## src/rtl/alu_arbiter.sv

```systemverilog
// alu_arbiter: round-robin sharing of one combinational ALU between two
// requesters. Each requester owns a registered response slot with
// valid/ready backpressure; a requester with an unconsumed response is not
// eligible, so a stalled requester never blocks the other one.
module alu_arbiter #(
    parameter int DATA_W = 32,
    parameter int CTRL_W = 5
) (
    input  logic              clk,
    input  logic              rst,

    input  logic              r0_valid,
    output logic              r0_ready,
    input  logic [CTRL_W-1:0] r0_ctrl,
    input  logic [DATA_W-1:0] r0_a,
    input  logic [DATA_W-1:0] r0_b,
    output logic              r0_rvalid,
    input  logic              r0_rready,
    output logic [DATA_W-1:0] r0_result,
    output logic              r0_zero,

    input  logic              r1_valid,
    output logic              r1_ready,
    input  logic [CTRL_W-1:0] r1_ctrl,
    input  logic [DATA_W-1:0] r1_a,
    input  logic [DATA_W-1:0] r1_b,
    output logic              r1_rvalid,
    input  logic              r1_rready,
    output logic [DATA_W-1:0] r1_result,
    output logic              r1_zero,

    output logic [CTRL_W-1:0] alu_ctrl,
    output logic [DATA_W-1:0] alu_src_a,
    output logic [DATA_W-1:0] alu_src_b,
    input  logic [DATA_W-1:0] alu_result,
    input  logic              alu_zero
);

    // 0: requester 0 won the most recent fire, 1: requester 1 did.
    logic last_grant;
    logic elig0, elig1;
    logic grant0, grant1;
    logic fire0, fire1;

    // Eligibility, round-robin grant, and the ALU operand mux.
    always_comb begin
        elig0     = r0_valid && (!r0_rvalid || r0_rready);
        elig1     = r1_valid && (!r1_rvalid || r1_rready);
        grant0    = 1'b0;
        grant1    = 1'b0;
        alu_ctrl  = '0;
        alu_src_a = '0;
        alu_src_b = '0;
        if (!rst) begin
            if (elig0 && elig1) begin
                grant0 = last_grant;
                grant1 = !last_grant;
            end else begin
                grant0 = elig0;
                grant1 = elig1;
            end
        end
        if (grant0) begin
            alu_ctrl  = r0_ctrl;
            alu_src_a = r0_a;
            alu_src_b = r0_b;
        end else if (grant1) begin
            alu_ctrl  = r1_ctrl;
            alu_src_a = r1_a;
            alu_src_b = r1_b;
        end
    end

    assign r0_ready = grant0;
    assign r1_ready = grant1;
    // A grant already implies valid; the AND keeps the handshake explicit.
    assign fire0    = r0_valid && grant0;
    assign fire1    = r1_valid && grant1;

    // Fairness pointer: remember who fired last; r0 wins the first contention.
    always_ff @(posedge clk) begin
        if (rst) begin
            last_grant <= 1'b1;
        end else if (fire0) begin
            last_grant <= 1'b0;
        end else if (fire1) begin
            last_grant <= 1'b1;
        end
    end

    // Response slot 0: a new result replaces the old even when consumed same cycle.
    always_ff @(posedge clk) begin
        if (rst) begin
            r0_rvalid <= 1'b0;
            r0_result <= '0;
            r0_zero   <= 1'b0;
        end else if (fire0) begin
            r0_rvalid <= 1'b1;
            r0_result <= alu_result;
            r0_zero   <= alu_zero;
        end else if (r0_rready) begin
            r0_rvalid <= 1'b0;
        end
    end

    // Response slot 1: same behaviour as slot 0.
    always_ff @(posedge clk) begin
        if (rst) begin
            r1_rvalid <= 1'b0;
            r1_result <= '0;
            r1_zero   <= 1'b0;
        end else if (fire1) begin
            r1_rvalid <= 1'b1;
            r1_result <= alu_result;
            r1_zero   <= alu_zero;
        end else if (r1_rready) begin
            r1_rvalid <= 1'b0;
        end
    end

endmodule

```

## config.mk

```make
export PLATFORM = sky130hd
export DESIGN_NAME = alu_arbiter
export DESIGN_NICKNAME = d
export VERILOG_FILES = /design/src/rtl/alu_arbiter.sv
export SDC_FILE = /design/constraint.sdc
export NUM_CORES = 1
export LEC_CHECK = 0
export ABC_AREA = 1
export BUFFER_PORTS_ARGS = -buffer_cell sky130_fd_sc_hd__buf_2
export CORE_AREA = 2 2 121 123
export CTS_CLUSTER_SIZE = 14
export DETAILED_ROUTE_END_ITERATION = 8
export DIE_AREA = 0 0 123 125
export GPL_TIMING_DRIVEN = 0
export HOLD_SLACK_MARGIN = 0.05
export PLACE_DENSITY_LB_ADDON = 0.2
export SYNTH_ARGS = -nofsm -noshare
export SYNTH_HDL_FRONTEND = slang
export SYNTH_SLANG_ARGS = --single-unit
```

## constraint.sdc

```tcl
create_clock -name clk -period 2.35 [get_ports clk]
set_input_delay 0.47 -clock clk [delete_from_list [all_inputs] [get_ports clk]]
set_output_delay 0.47 -clock clk [all_outputs]
set_load 0.02 [all_outputs]
```

==> results of run 1 <==
==> layout by cell type, fill, tap and decap left out, drive strengths merged <==
cell        n
buf       362
nand2     208
nand3     205
inv        70
dfxtp      69
nor2       68
clkbuf     21
o21ai       2
clkinvlp    2
nand3b      2
clkinv      2
bufinv      1
==> cell type report <==
class	count	area, sq um
Clock buffer	11	253
Timing Repair Buffer	314	1570
Tap cell	184	230
Multi-Input combinational cell	485	2120
Sequential cell	69	1380
Buffer	58	417
Clock inverter	5	58.8
Fill cell	1555	7910
Inverter	70	263
==> worst max path at each step <==
stage / start / slack [ns] / to
after detailed placement: r0_rready / 0.08 / alu_src_b[2]
after global routing: r0_rvalid / 0.01 / alu_src_a[5]
after floorplan: r0_rready / 0.58 / alu_ctrl[0]
final: r0_rvalid / 0.11 / alu_src_a[5]
after global placement: r0_rready / 0.07 / alu_src_b[2]
after CTS: r0_rvalid / 0.1 / alu_src_b[2]
==> report_power, final <==
| part | switching, mW | internal, mW |
|---|---|---|
| registers | 0.0457 | 1.27 |
| logic | 0.708 | 0.403 |
| clock network | 0.514 | 0.878 |
| total | 1.27 | 2.55 |
==> state kept, by name (all words and copies together) (netlist names) <==
signal / flops
last_grant: 1
r0_result: 32
r0_rvalid: 1
r0_zero: 1
r1_result: 32
r1_rvalid: 1
r1_zero: 1
==> metal layers <==
layer  vias to the layer above  GRT usage  wire length, um
li1                       2792          -                -
met1                      2380      0.275             7300
met2                       208      0.384             8570
met3                        25     0.0470             1320
met4                         0     0.0682              374
met5                         -          0                0
==> metrics by stage <==
| stage | instances | area (sq um) | hold WS [ns] | power (mW) | worst slack (ns) |
|---|---|---|---|---|---|
| 2_1_floorplan | 682 | 4170 | 0.456 | 1.98 | 0.581 |
| 3_3_place_gp | 1180 | 5970 | 0.484 | 2.45 | 0.0724 |
| 3_5_place_dp | 1180 | 5970 | 0.488 | 2.45 | 0.0826 |
| 4_1_cts | 1196 | 6290 | 0.364 | 3.85 | 0.0972 |
| 5_1_grt | 1196 | 6290 | 0.377 | 4.01 | 0.0127 |
| 6_report | 1196 | 6290 | 0.373 | 3.82 | 0.110 |
==> what timing repair did <==
| item | in CTS | in global routing |
|---|---|---|
| resized for setup | 1 | 1 |
| hold endpoints to repair | 0 | 0 |
| endpoints found under the setup margin | 4 | 2 |
==> logic make-up (layout without fill, tap and decap cells) <==
kind of cell / after synthesis / count (layout) / synth area share
simple gates: 483 / 483 / 0.505
buf+inv: 128 / 458 / 0.161
flops: 69 / 69 / 0.331
compound gates: 2 / 2 / 0.00240
==> worst min-delay path, stage by stage <==
cell and delay [ns]:
buf_2 0.09, nand3_1 0.06, nand2_1 0.06
==> flow_metrics.env, run 1 <==
export IMPL_drt_wirelength_per_cell_um=14.7
export IMPL_post_route_util=0.443
export IMPL_io_buffer_count=314
export IMPL_grt_pass1_wl_mm=26.8
export IMPL_via_count=5405
export IMPL_hpwl_mm=14.0
export IMPL_viasPerCell=4.52
export IMPL_avgSynthCellArea_sq_um=6.11
export IMPL_critical_path_class="reg2out"
export IMPL_synthesis_area_sq_um=4170
export IMPL_tns_ns=0
export IMPL_h_tree_depth=3
export IMPL_hold_path_class="in2reg"
export IMPL_worstRegToRegCells=4
export IMPL_rr_endpoint="r0_rvalid"
export IMPL_worstHoldEndpoint="r1_result[22]"
export IMPL_nets=1184
export IMPL_drt_wl_total_mm=17.6
export IMPL_holdCritStartpoint="alu_result[22]"
export IMPL_cts_tree="done"
export IMPL_synth_top_area_cell="dfxtp_1"
export IMPL_fin_crit_sh=0.953
export IMPL_synth_nets=859
export IMPL_ys_top_cells_by_area="dfxtp_1 33%, nand3_1 25%, nand2_1 18%"
export IMPL_syn2layout_area_growth_pct=50.8
export IMPL_ctsRootBufferMaster="clkbuf_16"
export IMPL_reg2reg_slack_ns=1.00
export IMPL_cts_sinks=69
export IMPL_antenna_found_initial=0
export IMPL_fin_crit_ns=2.24
export IMPL_cp_arrival_ns=1.77
export IMPL_yosysWarnings=0
export IMPL_synth_most_common_cell="nand3_1"
export IMPL_dieWidth_um=123
export IMPL_critPathMaxFanout=10
export IMPL_power_density_nw_per_um2=607
export IMPL_netlist_top_cells_count="205 x nand3_1, 204 x nand2_1, 70 x inv_1"
export IMPL_drc_errors=0
export IMPL_ys_seq_area_frac=0.331
export IMPL_worst_path_max_delay_cell="dfxtp_1"
export IMPL_crit_family="buffers and inverters"
export IMPL_cp_start_kind="flip-flop"
export IMPL_cts_setup_buffers=0
export IMPL_report_final_setup_viol=0
export IMPL_routabilityCongestion=0.837
export IMPL_cts_buffers=9
export IMPL_clockBufferDepth=2
export IMPL_drt_initial_drc_count=265
export IMPL_ir_drop_v=0.000252
export IMPL_p_leak_nw=3.78
export IMPL_drt_pass1_iter_count=5
export IMPL_grt_overflow_total=0
export IMPL_cts_hold_fix_buffers=0
export IMPL_initial_core_util=0.294
export IMPL_timing_fmax_mhz=446
export IMPL_synth_distinct_cells=15
export IMPL_clkTransAtPathRegs_ns=0.06
export IMPL_die_y_um=125
export IMPL_max_stage_delay_ns=0.35
export IMPL_synth_ff_type="dfxtp_1"
export IMPL_fin_skew_ns=0.00562
export IMPL_coreArea_sq_um=14200
export IMPL_ant_nets=0
export IMPL_row_count=44
export IMPL_whs_path_depth=3
export IMPL_max_slew_margin=0.625
export IMPL_rsz0062_at_grt="false"
export IMPL_grt_max_degree=13
export IMPL_dieArea_sq_um=15400
export IMPL_antennaDiodeCount=0
export IMPL_synth_top_area_frac=0.331
export IMPL_insertion_delay_ns=0.33
export IMPL_tightest_slew_ns=0.563
export IMPL_end_kind="primary output"
export IMPL_hold_violations=0
export IMPL_worst_path_buf_inv=3
export IMPL_finalMaxSlewViolations=0
export IMPL_maxCapViolations=0
export IMPL_asyncSetResetFlopFracSynth=0
export IMPL_status="complete, no violations"
export IMPL_pin_count=316
export IMPL_crit_cells=7
export IMPL_required_ns=1.88
export IMPL_synth_seq_cells=69
export IMPL_synthCells=682
export IMPL_first_global_vias=5065
export IMPL_drive_above_1_share=0.379
export IMPL_path_cells="nand2_2 -> nand3_1 -> buf_4 -> buf_2 -> nand3_1 -> nand2_1 -> buf_2"
export IMPL_track_usage=0.223
export IMPL_synth_edf_count=0
export IMPL_r2r_start="last_grant"
(Power assumes the default switching activity.)
==> run 2, diff against run 1 <==
--- a/config.mk
+++ b/config.mk
@@ -13,7 +13,7 @@
 export DIE_AREA = 0 0 123 125
 export GPL_TIMING_DRIVEN = 0
 export HOLD_SLACK_MARGIN = 0.05
-export PLACE_DENSITY_LB_ADDON = 0.2
+export PLACE_DENSITY = 0.73
 export SYNTH_ARGS = -nofsm -noshare
 export SYNTH_HDL_FRONTEND = slang
 export SYNTH_SLANG_ARGS = --single-unit
==> flow_metrics.env, run 2 (same netlist as run 1, synthesis figures left out) <==
export IMPL_max_stage_delay_ns=0.31
export IMPL_antenna_found_initial=2
export IMPL_fin_skew_ns=0.00418
export IMPL_fin_crit_sh=0.932
export IMPL_first_global_vias=5301
export IMPL_status="complete, no violations"
export IMPL_insertion_delay_ns=0.33
export IMPL_ir_drop_v=0.000267
export IMPL_drt_pass1_iter_count=5
export IMPL_p_leak_nw=3.78
export IMPL_crit_cells=8
export IMPL_ff_latch_area_sq_um=1380
export IMPL_worst_path_max_delay_cell="dfxtp_1"
export IMPL_drt_initial_drc_count=254
export IMPL_path_cells="nand2_2 -> nand2_1 -> nor2_4 -> buf_6 -> buf_4 -> nand3_1 -> nand2_1 -> buf_2"
export IMPL_cts_sinks=69
export IMPL_power_density_nw_per_um2=595
export IMPL_via_count=5530
export IMPL_maxCapViolations=0
export IMPL_row_count=44
export IMPL_cp_common_cell="nand2_1"
export IMPL_reg_top3="r0_result x32, r1_result x32"
export IMPL_layout_common_cells="332 x buf_2, 204 x nand2_1, 204 x nand3_1"
export IMPL_viasPerCell=4.62
export IMPL_fillCellCount=1615
export IMPL_worstHoldEndpoint="r1_result[27]"
export IMPL_fin_area_sq_um=6280
export IMPL_track_usage=0.226
export IMPL_end_kind="primary output"
export IMPL_rsz0062_at_grt="false"
export IMPL_cp_start_kind="flip-flop"
export IMPL_cts_hold_fix_buffers=0
export IMPL_io_buffer_count=314
export IMPL_hpwl_mm=14.1
export IMPL_finalMaxSlewViolations=0
export IMPL_dpl_cell_count=1180
export IMPL_coreArea_sq_um=14200
export IMPL_cts_buffers=9
export IMPL_fin_cells=1196
export IMPL_grt_max_degree=11
export IMPL_routabilityCongestion=0.903
export IMPL_drt_wirelength_per_cell_um=14.9
export IMPL_max_slew_margin=0.649
export IMPL_fin_crit_ns=2.19
export IMPL_timing_fmax_mhz=457
export IMPL_initial_core_util=0.294
export IMPL_tns_ns=0
export IMPL_report_final_setup_viol=0
export IMPL_die_y_um=125
export IMPL_critical_path_class="reg2out"
export IMPL_syn2layout_area_growth_pct=50.5
export IMPL_cts_tree="done"
export IMPL_grt_overflow_total=0
export IMPL_clkTransAtPathRegs_ns=0.05
export IMPL_hold_path_class="in2reg"
export IMPL_final_common_cell="buf_2"
export IMPL_holdCritStartpoint="alu_result[27]"
export IMPL_ctsRootBufferMaster="clkbuf_16"
export IMPL_dieWidth_um=123
export IMPL_power_mw=3.73
export IMPL_pin_count=316
export IMPL_required_ns=1.88
export IMPL_hold_violations=0
export IMPL_reg2reg_slack_ns=1.05
export IMPL_grt_pass1_wl_mm=27.1
export IMPL_crit_family="buffers and inverters"
export IMPL_dieArea_sq_um=15400
export IMPL_clockBufferDepth=2
export IMPL_nets=1184
export IMPL_worstRegToRegCells=4
export IMPL_tightest_slew_ns=0.527
export IMPL_critPathMaxFanout=10
export IMPL_worst_path_buf_inv=3
export IMPL_h_tree_depth=3
export IMPL_whs_path_depth=3
export IMPL_ant_nets=0
export IMPL_multi_input_area_sq_um=2120
export IMPL_drive_above_1_share=0.379
export IMPL_r2r_start="last_grant"
export IMPL_drt_wl_total_mm=17.8
export IMPL_placed_area_sq_um=5970
export IMPL_cp_arrival_ns=1.72
export IMPL_rr_endpoint="r0_rvalid"
export IMPL_drc_errors=0
-- run 2: worst min-delay path, cell delays in order --
cell     delay [ns]
buf_2          0.09
nand3_1        0.06
nand2_1        0.06
-- run 2: layout make-up --
cell class              instances  share of cell area
plain buffers                  58              0.0670
clock buffers                  13              0.0446
diodes                          2            0.000797
flip-flops and latches         69               0.220
clock inverters                 1            0.000797
well taps                     184              0.0367
inverters                      70              0.0419
multi-input cells             485               0.338
repair buffers                314               0.250
-- run 2: routing by layer --
layer  vias up  track usage  wire length [um]
met1      2472        0.261              7020
met3        39       0.0634              1410
met2       226        0.389              8810
li1       2793            -                 -
met4         0       0.0916               604
met5         -            0                 0
-- run 2: report_power, final --
part | switching, mW | internal (mW)
clock | 0.488 | 0.816
sequential | 0.0465 | 1.27
combinational | 0.711 | 0.405
total | 1.25 | 2.49
-- run 2: timing repair --
action	in CTS	in global routing
buffers inserted	0	0
endpoints found under the setup margin	65	13
gates resized for setup	2	2
-- run 2: worst max-delay path by stage --
stage / startpoint / endpoint / slack, ns
after floorplan: r0_rready / alu_ctrl[0] / 0.58
after global placement: r0_rready / alu_src_a[24] / 0.02
after detailed placement: r0_rready / alu_src_b[1] / -0.01
after CTS: r0_rvalid / alu_src_b[1] / 0.03
after global routing: r1_rvalid / alu_src_b[2] / 0.02
final: r1_rvalid / alu_src_b[1] / 0.16
-- run 2: metrics by stage --
stage / hold WS [ns] / setup slack (ns) / util
after floorplan: 0.456 / 0.581 / -
after global placement: 0.481 / 0.0194 / 0.420
after detailed placement: 0.494 / -0.0105 / 0.420
after CTS: 0.359 / 0.0338 / 0.441
after global routing: 0.375 / 0.0170 / 0.442
final: 0.372 / 0.161 / 0.442
